===== config.mk =====
export PLATFORM = sky130hd
export DESIGN_NAME = nes_poll_controller
export DESIGN_NICKNAME = d
export VERILOG_FILES = /design/src/rtl/nes_poll_controller.sv
export SDC_FILE = /design/constraint.sdc
export NUM_CORES = 1
export LEC_CHECK = 0
export BUFFER_PORTS_ARGS = -buffer_cell sky130_fd_sc_hd__buf_4
export CORE_MARGIN = 4
export CORE_UTILIZATION = 60
export CTS_BUF_LIST = sky130_fd_sc_hd__clkbuf_4
export DETAILED_ROUTE_END_ITERATION = 12
export HOLD_SLACK_MARGIN = 0.15
export PLACE_DENSITY = 0.87
export REMOVE_ABC_BUFFERS = 1
export SETUP_SLACK_MARGIN = 0.5
export SYNTH_ARGS = -nofsm -noshare
export SYNTH_HDL_FRONTEND = slang
export SYNTH_SLANG_ARGS = --single-unit

===== constraint.sdc =====
create_clock -name clk -period 2.3 [get_ports clk]
set_input_delay 0.46 -clock clk [delete_from_list [all_inputs] [get_ports clk]]
set_output_delay 0.46 -clock clk [all_outputs]
set_load 0.01 [all_outputs]

===== src/rtl/nes_poll_controller.sv =====
// ---------------------------------------------------------------------------
// nes_poll_controller
//
// Drives the NES pad's 4021 parallel-in/serial-out shift register once per
// poll strobe: pulses nes_latch, clocks out NUM_BITS serial bits with
// NUM_BITS-1 nes_clk pulses, samples nes_data through a 2-flop synchronizer
// and publishes an active-high button vector with a one-cycle valid pulse.
//
// Optional feature macro: NES_EDGE_DETECT_EN
//   defined   -> pressed pulses (with valid) the newly pressed buttons
//   undefined -> pressed is tied to zero, no edge logic is built
//
// Ports
//   clk        in   system clock
//   rst_n      in   synchronous active-low reset
//   poll       in   1-cycle start strobe (frame_end); accepted only when idle
//   nes_data   in   serial pad data, active-low, asynchronous to clk
//   nes_latch  out  latch pulse to pad (LATCH_CYC cycles)
//   nes_clk    out  shift clock to pad, idles low
//   busy       out  high from the cycle after an accepted poll until valid
//   valid      out  1-cycle pulse when buttons is updated
//   buttons    out  active-high pressed vector, bit i = i-th serial bit
//   pressed    out  newly pressed buttons, pulses with valid
// ---------------------------------------------------------------------------
module nes_poll_controller #(
    parameter int LATCH_CYC = 300,
    parameter int HALF_CYC  = 150,
    parameter int NUM_BITS  = 8
) (
    input  logic                clk,
    input  logic                rst_n,
    input  logic                poll,
    input  logic                nes_data,
    output logic                nes_latch,
    output logic                nes_clk,
    output logic                busy,
    output logic                valid,
    output logic [NUM_BITS-1:0] buttons,
    output logic [NUM_BITS-1:0] pressed
);

    localparam int TMAX = (LATCH_CYC > HALF_CYC) ? LATCH_CYC : HALF_CYC;
    localparam int TW   = $clog2(TMAX + 1);
    localparam int BW   = $clog2(NUM_BITS + 1);

    localparam logic [TW-1:0] LATCH_LOAD = TW'(LATCH_CYC - 1);
    localparam logic [TW-1:0] HALF_LOAD  = TW'(HALF_CYC - 1);
    localparam logic [TW-1:0] TIMER_ONE  = TW'(1);
    localparam logic [BW-1:0] LAST_BIT   = BW'(NUM_BITS - 1);
    localparam logic [BW-1:0] BIT_ONE    = BW'(1);

    typedef enum logic [2:0] {
        ST_IDLE   = 3'd0,
        ST_LATCH  = 3'd1,
        ST_SETTLE = 3'd2,
        ST_CLK_HI = 3'd3,
        ST_CLK_LO = 3'd4,
        ST_DONE   = 3'd5
    } state_t;

    state_t                state_r;
    logic [TW-1:0]         timer_r;
    logic [BW-1:0]         bit_cnt_r;
    logic [NUM_BITS-1:0]   shift_r;
    logic                  sync_meta_r;
    logic                  sync_data_r;
    logic                  latch_r;
    logic                  nclk_r;
    logic                  busy_r;
    logic                  valid_r;
    logic [NUM_BITS-1:0]   buttons_r;

    logic                  sample_bit_s;
    logic                  timer_zero_s;
    logic                  last_bit_s;
    logic [NUM_BITS-1:0]   shift_next_s;

    // Two-flop synchronizer for the asynchronous pad data line
    always_ff @(posedge clk) begin
        if (!rst_n) begin
            sync_meta_r <= 1'b0;
            sync_data_r <= 1'b0;
        end else begin
            sync_meta_r <= nes_data;
            sync_data_r <= sync_meta_r;
        end
    end

    // Timer / bit-count decodes; pad wire is active-low so invert the sample
    always_comb begin
        timer_zero_s = (timer_r == {TW{1'b0}});
        last_bit_s   = (bit_cnt_r == LAST_BIT);
        sample_bit_s = ~sync_data_r;
    end

    // First serial bit ends up in bit 0 after NUM_BITS right shifts
    generate
        if (NUM_BITS == 1) begin : g_shift_one
            // Single-bit poll: the sample is the whole vector
            always_comb begin
                shift_next_s = sample_bit_s;
            end
        end else begin : g_shift_multi
            // Shift the new sample in from the top
            always_comb begin
                shift_next_s = {sample_bit_s, shift_r[NUM_BITS-1:1]};
            end
        end
    endgenerate

    // Poll sequencer with registered pad pins and status outputs
    always_ff @(posedge clk) begin
        if (!rst_n) begin
            state_r   <= ST_IDLE;
            timer_r   <= {TW{1'b0}};
            bit_cnt_r <= {BW{1'b0}};
            shift_r   <= {NUM_BITS{1'b0}};
            latch_r   <= 1'b0;
            nclk_r    <= 1'b0;
            busy_r    <= 1'b0;
            valid_r   <= 1'b0;
            buttons_r <= {NUM_BITS{1'b0}};
        end else begin
            valid_r <= 1'b0;
            case (state_r)
                ST_IDLE: begin
                    if (poll) begin
                        state_r   <= ST_LATCH;
                        timer_r   <= LATCH_LOAD;
                        bit_cnt_r <= {BW{1'b0}};
                        latch_r   <= 1'b1;
                        busy_r    <= 1'b1;
                    end
                end
                ST_LATCH: begin
                    if (timer_zero_s) begin
                        state_r <= ST_SETTLE;
                        timer_r <= HALF_LOAD;
                        latch_r <= 1'b0;
                    end else begin
                        timer_r <= timer_r - TIMER_ONE;
                    end
                end
                // Both low phases sample on their last cycle
                ST_SETTLE, ST_CLK_LO: begin
                    if (timer_zero_s) begin
                        shift_r <= shift_next_s;
                        if (last_bit_s) begin
                            // Final bit goes straight into buttons so the
                            // vector is published whole in the DONE cycle
                            state_r   <= ST_DONE;
                            buttons_r <= shift_next_s;
                            valid_r   <= 1'b1;
                            busy_r    <= 1'b0;
                        end else begin
                            state_r   <= ST_CLK_HI;
                            timer_r   <= HALF_LOAD;
                            bit_cnt_r <= bit_cnt_r + BIT_ONE;
                            nclk_r    <= 1'b1;
                        end
                    end else begin
                        timer_r <= timer_r - TIMER_ONE;
                    end
                end
                ST_CLK_HI: begin
                    if (timer_zero_s) begin
                        state_r <= ST_CLK_LO;
                        timer_r <= HALF_LOAD;
                        nclk_r  <= 1'b0;
                    end else begin
                        timer_r <= timer_r - TIMER_ONE;
                    end
                end
                ST_DONE: begin
                    // Polls arriving here are dropped
                    state_r <= ST_IDLE;
                end
                default: begin
                    state_r <= ST_IDLE;
                    latch_r <= 1'b0;
                    nclk_r  <= 1'b0;
                    busy_r  <= 1'b0;
                end
            endcase
        end
    end

    assign nes_latch = latch_r;
    assign nes_clk   = nclk_r;
    assign busy      = busy_r;
    assign valid     = valid_r;
    assign buttons   = buttons_r;

`ifdef NES_EDGE_DETECT_EN
    logic                finish_s;
    logic [NUM_BITS-1:0] pressed_r;

    // Same condition that launches the DONE cycle
    always_comb begin
        finish_s = ((state_r == ST_SETTLE) || (state_r == ST_CLK_LO)) &&
                   timer_zero_s && last_bit_s;
    end

    // Newly pressed buttons against the previously published vector
    always_ff @(posedge clk) begin
        if (!rst_n) begin
            pressed_r <= {NUM_BITS{1'b0}};
        end else if (finish_s) begin
            pressed_r <= shift_next_s & ~buttons_r;
        end else begin
            pressed_r <= {NUM_BITS{1'b0}};
        end
    end

    assign pressed = pressed_r;
`else
    assign pressed = {NUM_BITS{1'b0}};
`endif

endmodule


# Word level (Yosys, flattened, before mapping)

Cells that the tools add are included.

$add $sub $neg: 2
Eq/ne operators: 13
Multiplexer cells: 25
Bitwise gates (word level): 4
Reduce and logical (&&, ||, !) cells: 18

Operators with widths:

| kind                | count |
|---|---|
| $mux 9              | 4 |
| $pmux 9 s3          | 1 |
| $reduce_and 4->1    | 4 |
| $mux 3              | 5 |
| $mux 4              | 3 |
| $ne 2x2->1 const B  | 6 |
| $pmux 3 s4          | 1 |
| $reduce_and 3->1    | 4 |
| $logic_not 9->1     | 1 |
| $pmux 1 s3          | 3 |
| $sub 9x1->9 const B | 1 |
| $pmux 4 s2          | 1 |
| $mux 1              | 7 |
| $eq 3x2->1 const B  | 2 |
| $eq 3x3->1 const B  | 2 |
| $reduce_or 3->1     | 2 |
| $add 4x1->4 const B | 1 |
| $eq 4x3->1 const B  | 1 |
| $not 1->1           | 4 |
| $reduce_or 2->1     | 2 |
| $reduce_or 4->1     | 1 |
| $eq 3x1->1 const B  | 1 |
| $logic_not 3->1     | 1 |
| $ne 3x3->1 const B  | 1 |
| 3 further kinds     | 3 |

Bits in registers: 38
Input port bits: 4
Output and inout bits: 20
Word-level logic and storage cells: 73

# Longest topological paths before layout

Depth after elaboration: 4
Mapped depth: 7
Gate-level depth less buffers: 6

# Worst setup path before layout

Ideal clock, no wire load.

Path kind: register to register
Start: reg timer_r[0]
End: reg timer_r[3]
Setup time: 0.117 ns
Arrival time: 1.618 ns
Required time: 2.183 ns
Setup slack: 0.565 ns
Stages on the path, launching flop included: 8
Path through: dfxtp_1 -> inv_1 -> ha_1 -> nor4b_4 -> and4_1 -> buf_6 -> nor2_2 -> a32o_1

Word-level cells in the longest chain between the ends: 3
Elaborated cells between the ends (all ways): 7

Ends and longest elaborated chain:

| what                                                  | line     | text |
|---|---|---|
| from (decl)                                           | 62       | `logic [TW-1:0] timer_r;` |
| from (signal assigned)                                | 115      | `timer_r <= {TW{1'b0}};` |
| from (signal assigned)                                | 141      | `timer_r <= timer_r - TIMER_ONE;` |
| from (signal assigned)                                | 162      | `timer_r <= timer_r - TIMER_ONE;` |
| $sub 9x1->9 / $logic_not 9->1 (equally long branches) | n/a      |  |
| $mux 9, or another cell as far along                  | 136, 166 |  |
| $pmux 9 s3 / $reduce_and 3->1 (equally long branches) | n/a      |  |

Parallel ways exist; a longest one is shown, timed or not.
A chain may end at the register's enable or synchronous reset.

# Final worst setup path

Start: reg bit_cnt_r[0]
End: reg bit_cnt_r[1]

Word-level cells in the longest chain between the ends: 4
Elaborated cells between the ends (all ways): 7

Ends and longest elaborated chain:

| what                   | line | text |
|---|---|---|
| from (decl)            | 63   | `logic [BW-1:0] bit_cnt_r;` |
| from (signal assigned) | 116  | `bit_cnt_r <= {BW{1'b0}};` |
| from (signal assigned) | 130  | `bit_cnt_r <= {BW{1'b0}};` |
| from (signal assigned) | 158  | `bit_cnt_r <= bit_cnt_r + BIT_ONE;` |
| $add 4x1->4            | 158  |  |
| $mux 4                 | 148  | `if (last_bit_s) begin` |
| $mux 4                 | 146  | `if (timer_zero_s) begin` |
| $pmux 4 s2             | 125  | `case (state_r)` |

Parallel ways exist; a longest one is shown, timed or not. The select of a mux whose other input is x is not followed.

==> results_tabular.tex <==
\begin{tabular}{lr}
\hline
Metric & Value \\
\hline
\multicolumn{2}{l}{\textbf{Run status}} \\
Result of the run & finished, final reports clean \\
\multicolumn{2}{l}{\textbf{Pwr}} \\
Standby leakage power & 0.848 nW \\
Areal power density over the cells & $\sim$940 nW/µm² \\
Power share of the combinational group & between 30 and 40\% \\
Reported net switching power & between 0.0008 and 0.0009 W \\
Part of the total power dissipated in the clock network & 21.5\% \\
Peak supply drop & roughly 0.00060 V \\
Switching share of total power & slightly below 40\% \\
Int Power & around 0.0013 W \\
Sequential cell fraction of total power & between 40\% and 50\% \\
\multicolumn{2}{l}{\textbf{Synthesis}} \\
Asr flop ratio synth & 0\% \\
Number of flops mapped to enable cells by yosys & 0 \\
Flop and latch count out of synthesis & 37 \\
Synthesized instance count & approximately 240 \\
Commonest register cell after synthesis & dfxtp\_1 \\
Cell area after synthesis & 2030 µm² \\
Distinct cell type count of the synthesized netlist & between 60 and 70 \\
Average size of a mapped cell & between 8 and 9 µm² \\
Warnings from Yosys & 0 \\
Sequential share of the synthesized area & 36.5\% \\
\multicolumn{2}{l}{\textbf{Clock tree}} \\
Clock latency on the worst-skew pair & roughly 360 ps \\
Count of clock tree sinks & 37 \\
Cell at the root of the clock tree & clkbuf\_4 \\
Deepest clock path buffer count & 2 \\
Number of buffers added by the clock tree synthesis step & 5 \\
Clock-pin slew of the registers on the worst-case setup and hold paths & approximately 110 ps \\
H-tree lvl count & 2 \\
Clock tree from TritonCTS & done \\
Hold Buf Count CTS & 0 \\
\multicolumn{2}{l}{\textbf{Die}} \\
Area enclosed by the die boundary & roughly 4400 µm² \\
Die width & between 60 and 70 µm \\
Number of primary I/O pins & 24 \\
Site row count & 20 \\
Die extent in y & 66.2 µm \\
Initial Util & 64.4\% \\
Area of the core region & roughly 3200 µm² \\
\multicolumn{2}{l}{\textbf{Placed design}} \\
Area post-placement & about 2100 µm² \\
Number of buffers inserted by port buffering & 15 \\
Placed cell count & between 200 and 300 \\
Detailed-placement wirelength estimate & 2.93 mm \\
RD Place Congestion & between 0.9 and 1 \\
Placement-stage worst setup slack & $\sim$300 ps \\
\multicolumn{2}{l}{\textbf{Global routing}} \\
Antenna violations before repair & 0 \\
Via count of the first global-routing pass & 1591 \\
Total GRT Usage & between 20\% and 30\% \\
Pin count of the biggest net entering global routing & 46 \\
GR Overflow Total & 0 \\
Global-route wire length before repair & 7.38 mm \\
\multicolumn{2}{l}{\textbf{Route}} \\
Vias/cell & roughly 6.0 \\
Remaining routing DRC violations & 0 \\
Detailed Route Iter0 Violations & between 150 and 200 \\
First drt pass iteration count & 4 \\
Wire length per cell after detailed routing & 14.5 µm \\
Total length of routed wires & 4.39 mm \\
Number of vias in the routed layout & 1804 \\
Routed Antenna Nets & 0 \\
\multicolumn{2}{l}{\textbf{Worst hold path}} \\
WHS Path Cells & 2 \\
Hold Path Origin & nes\_data \\
Classification of the worst-slack hold path & in -> reg \\
Hold path endpoint & sync\_meta\_r \\
\multicolumn{2}{l}{\textbf{Worst setup path}} \\
Maximum fanout along the worst path & 6 \\
Setup slack on the worst flop-to-flop path & $\sim$600 ps \\
Arrival @ worst endpoint & just under 2000 ps \\
Register-to-Register Path Depth & 5 \\
Element type at the critical path end & register \\
Kind of critical path & reg -> reg \\
CP Launch Type & register \\
Crit path required time & around 2600 ps \\
FF-to-FF Start & bit\_cnt\_r[0] \\
Destination of the worst register-to-register timing path & bit\_cnt\_r[1] \\
\multicolumn{2}{l}{\textbf{Timing}} \\
Worst path setup slack after routing & around 600 ps \\
Tightest slew margin relative to the limit & $\sim$65\% \\
Total count of hold-check failures in the final report & 0 \\
Post-route clock skew & 8.40 ps \\
Fmax & 587 MHz \\
Worst slew pin tran & 526 ps \\
Sum of negative setup slack & 0 ps \\
Setup Viol. Count Final & 0 \\
RSZ-0062 raised after global routing & false \\
Number of slew-limit violations in the final report & 0 \\
Min Clock Period, post-route & around 1700 ps \\
Fraction of the cycle the final worst path needs & between 70\% and 80\% \\
\multicolumn{2}{l}{\textbf{Finish}} \\
Count of inserted antenna diode cells & 0 \\
Final standard cell utilization of the core & a little over 70\% \\
Area growth from synthesis to layout & 11.6\% \\
Share of cells above drive strength 1 & a little under a fifth \\
Non-filler cells in the finished layout & a little over 300 \\
Fillcell total & 280 \\
Commonest non-fill, non-tap cell in the layout & nand2\_1 \\
Number of nets at the end of the flow & approximately 260 \\
Top library cells by usage in the layout, fill and taps aside & 39 x nand2\_1, 34 x dfxtp\_1, 25 x buf\_4 \\
Post-route cell area & 2270 µm² \\
\multicolumn{2}{l}{\textbf{Run}} \\
Number of max-capacitance violations reported & 0 \\
\hline
\end{tabular}
==> metrics by stage <==
| step | total power [W] | hold WS (ps) |
|---|---|---|
| after floorplan | 0.00138 | 412 |
| after global placement | 0.00156 | 417 |
| after detailed placement | 0.00158 | 425 |
| after CTS | 0.00207 | 300 |
| after global routing | 0.00225 | 303 |
| final | 0.00213 | 308 |
==> power groups by stage <==
stage	clock [W]	combinational [W]	sequential, W
2_1_floorplan	0	0.000532	0.000846
3_3_place_gp	0	0.000688	0.000871
3_5_place_dp	0	0.000703	0.000876
4_1_cts	0.000463	0.000744	0.000861
5_1_grt	0.000487	0.000877	0.000889
6_report	0.000456	0.000798	0.000873
==> sequential cells by signal, indices dropped and copies added, names as in the netlist <==
name	count
timer_r	9
valid	1
busy	1
buttons	8
nes_clk	1
state_r	3
shift_r	7
nes_latch	1
sync_data_r	1
bit_cnt_r	4
sync_meta_r	1
==> final cells by class <==
type	count	area (µm²)	area share (%)
timing repair buffer	25	188	8.28
tap	44	55.1	2.43
clock inverter	3	41.3	1.82
clock buffer	5	37.5	1.66
inverter	5	18.8	0.828
sequential	37	744	32.8
multi-input combinational	183	1180	52.2
==> cell usage after synthesis (3+ instances only) <==
cell,count,share of area (%)
o21ai_0,8,2.0
buf_4,9,3.3
and2_1,5,1.5
nand2_1,39,7.2
buf_2,6,1.5
clkbuf_1,8,1.5
inv_1,5,0.92
o21ai_1,4,0.99
nand3_1,7,1.7
nand4_1,4,1.2
nor3_1,7,1.7
a31oi_1,3,0.92
o21a_1,3,1.1
a21oi_1,7,1.7
nand3b_1,5,1.8
nor2_1,10,1.8
dfxtp_1,37,36
o211ai_1,3,1.1
nand2b_1,4,1.2
a21boi_1,16,5.9
a32o_1,3,1.5
==> worst max-delay path by stage <==
stage                     cells after the start         start            to
after detailed placement                      6    timer_r[0]    timer_r[3]
after floorplan                               6    timer_r[0]    timer_r[3]
after CTS                                     7    timer_r[0]  bit_cnt_r[1]
after global routing                          5  bit_cnt_r[0]  bit_cnt_r[1]
final                                         5  bit_cnt_r[0]  bit_cnt_r[1]
after global placement                        6    timer_r[0]    timer_r[3]
==> routing by layer <==
metal  vias up  part of all wire, %  GRT usage [%]
met5         -                    0              0
met4         0                  2.6           8.63
met3        11                  5.7           5.95
met2        55                   46           33.6
met1       850                   45           28.7
li1        888                    -              -
==> critical path, stage by stage (launching register included) <==
cell and delay (ps):
dfxtp_1 350, ha_1 270, and3b_1 230, maj3_1 400
nor3_4 190, mux2i_1 210
==> what timing repair did <==
action / CTS / global route
gates cloned: 0 / 0
setup buffers: 4 / 2
pin swaps: 2 / 0
setup endpoints to repair: 32 / 28
resized for setup: 5 / 8
==> cells by family (layout without fill, tap and decap cells) <==
kind of cell	count (synthesis)	count (layout)	synth area share, %
and+or+nand+nor	106	106	30.2
xor gates and xnor gates	2	2	0.863
muxes	1	1	0.493
buffers and inverters	30	38	7.95
adders and majority gates	4	4	2.22
other	1	8	0.185
AOI/OAI and AO/OA	62	62	21.6
DFF	37	37	36.5
No activity file was read; power rests on OpenSTA's default activity.
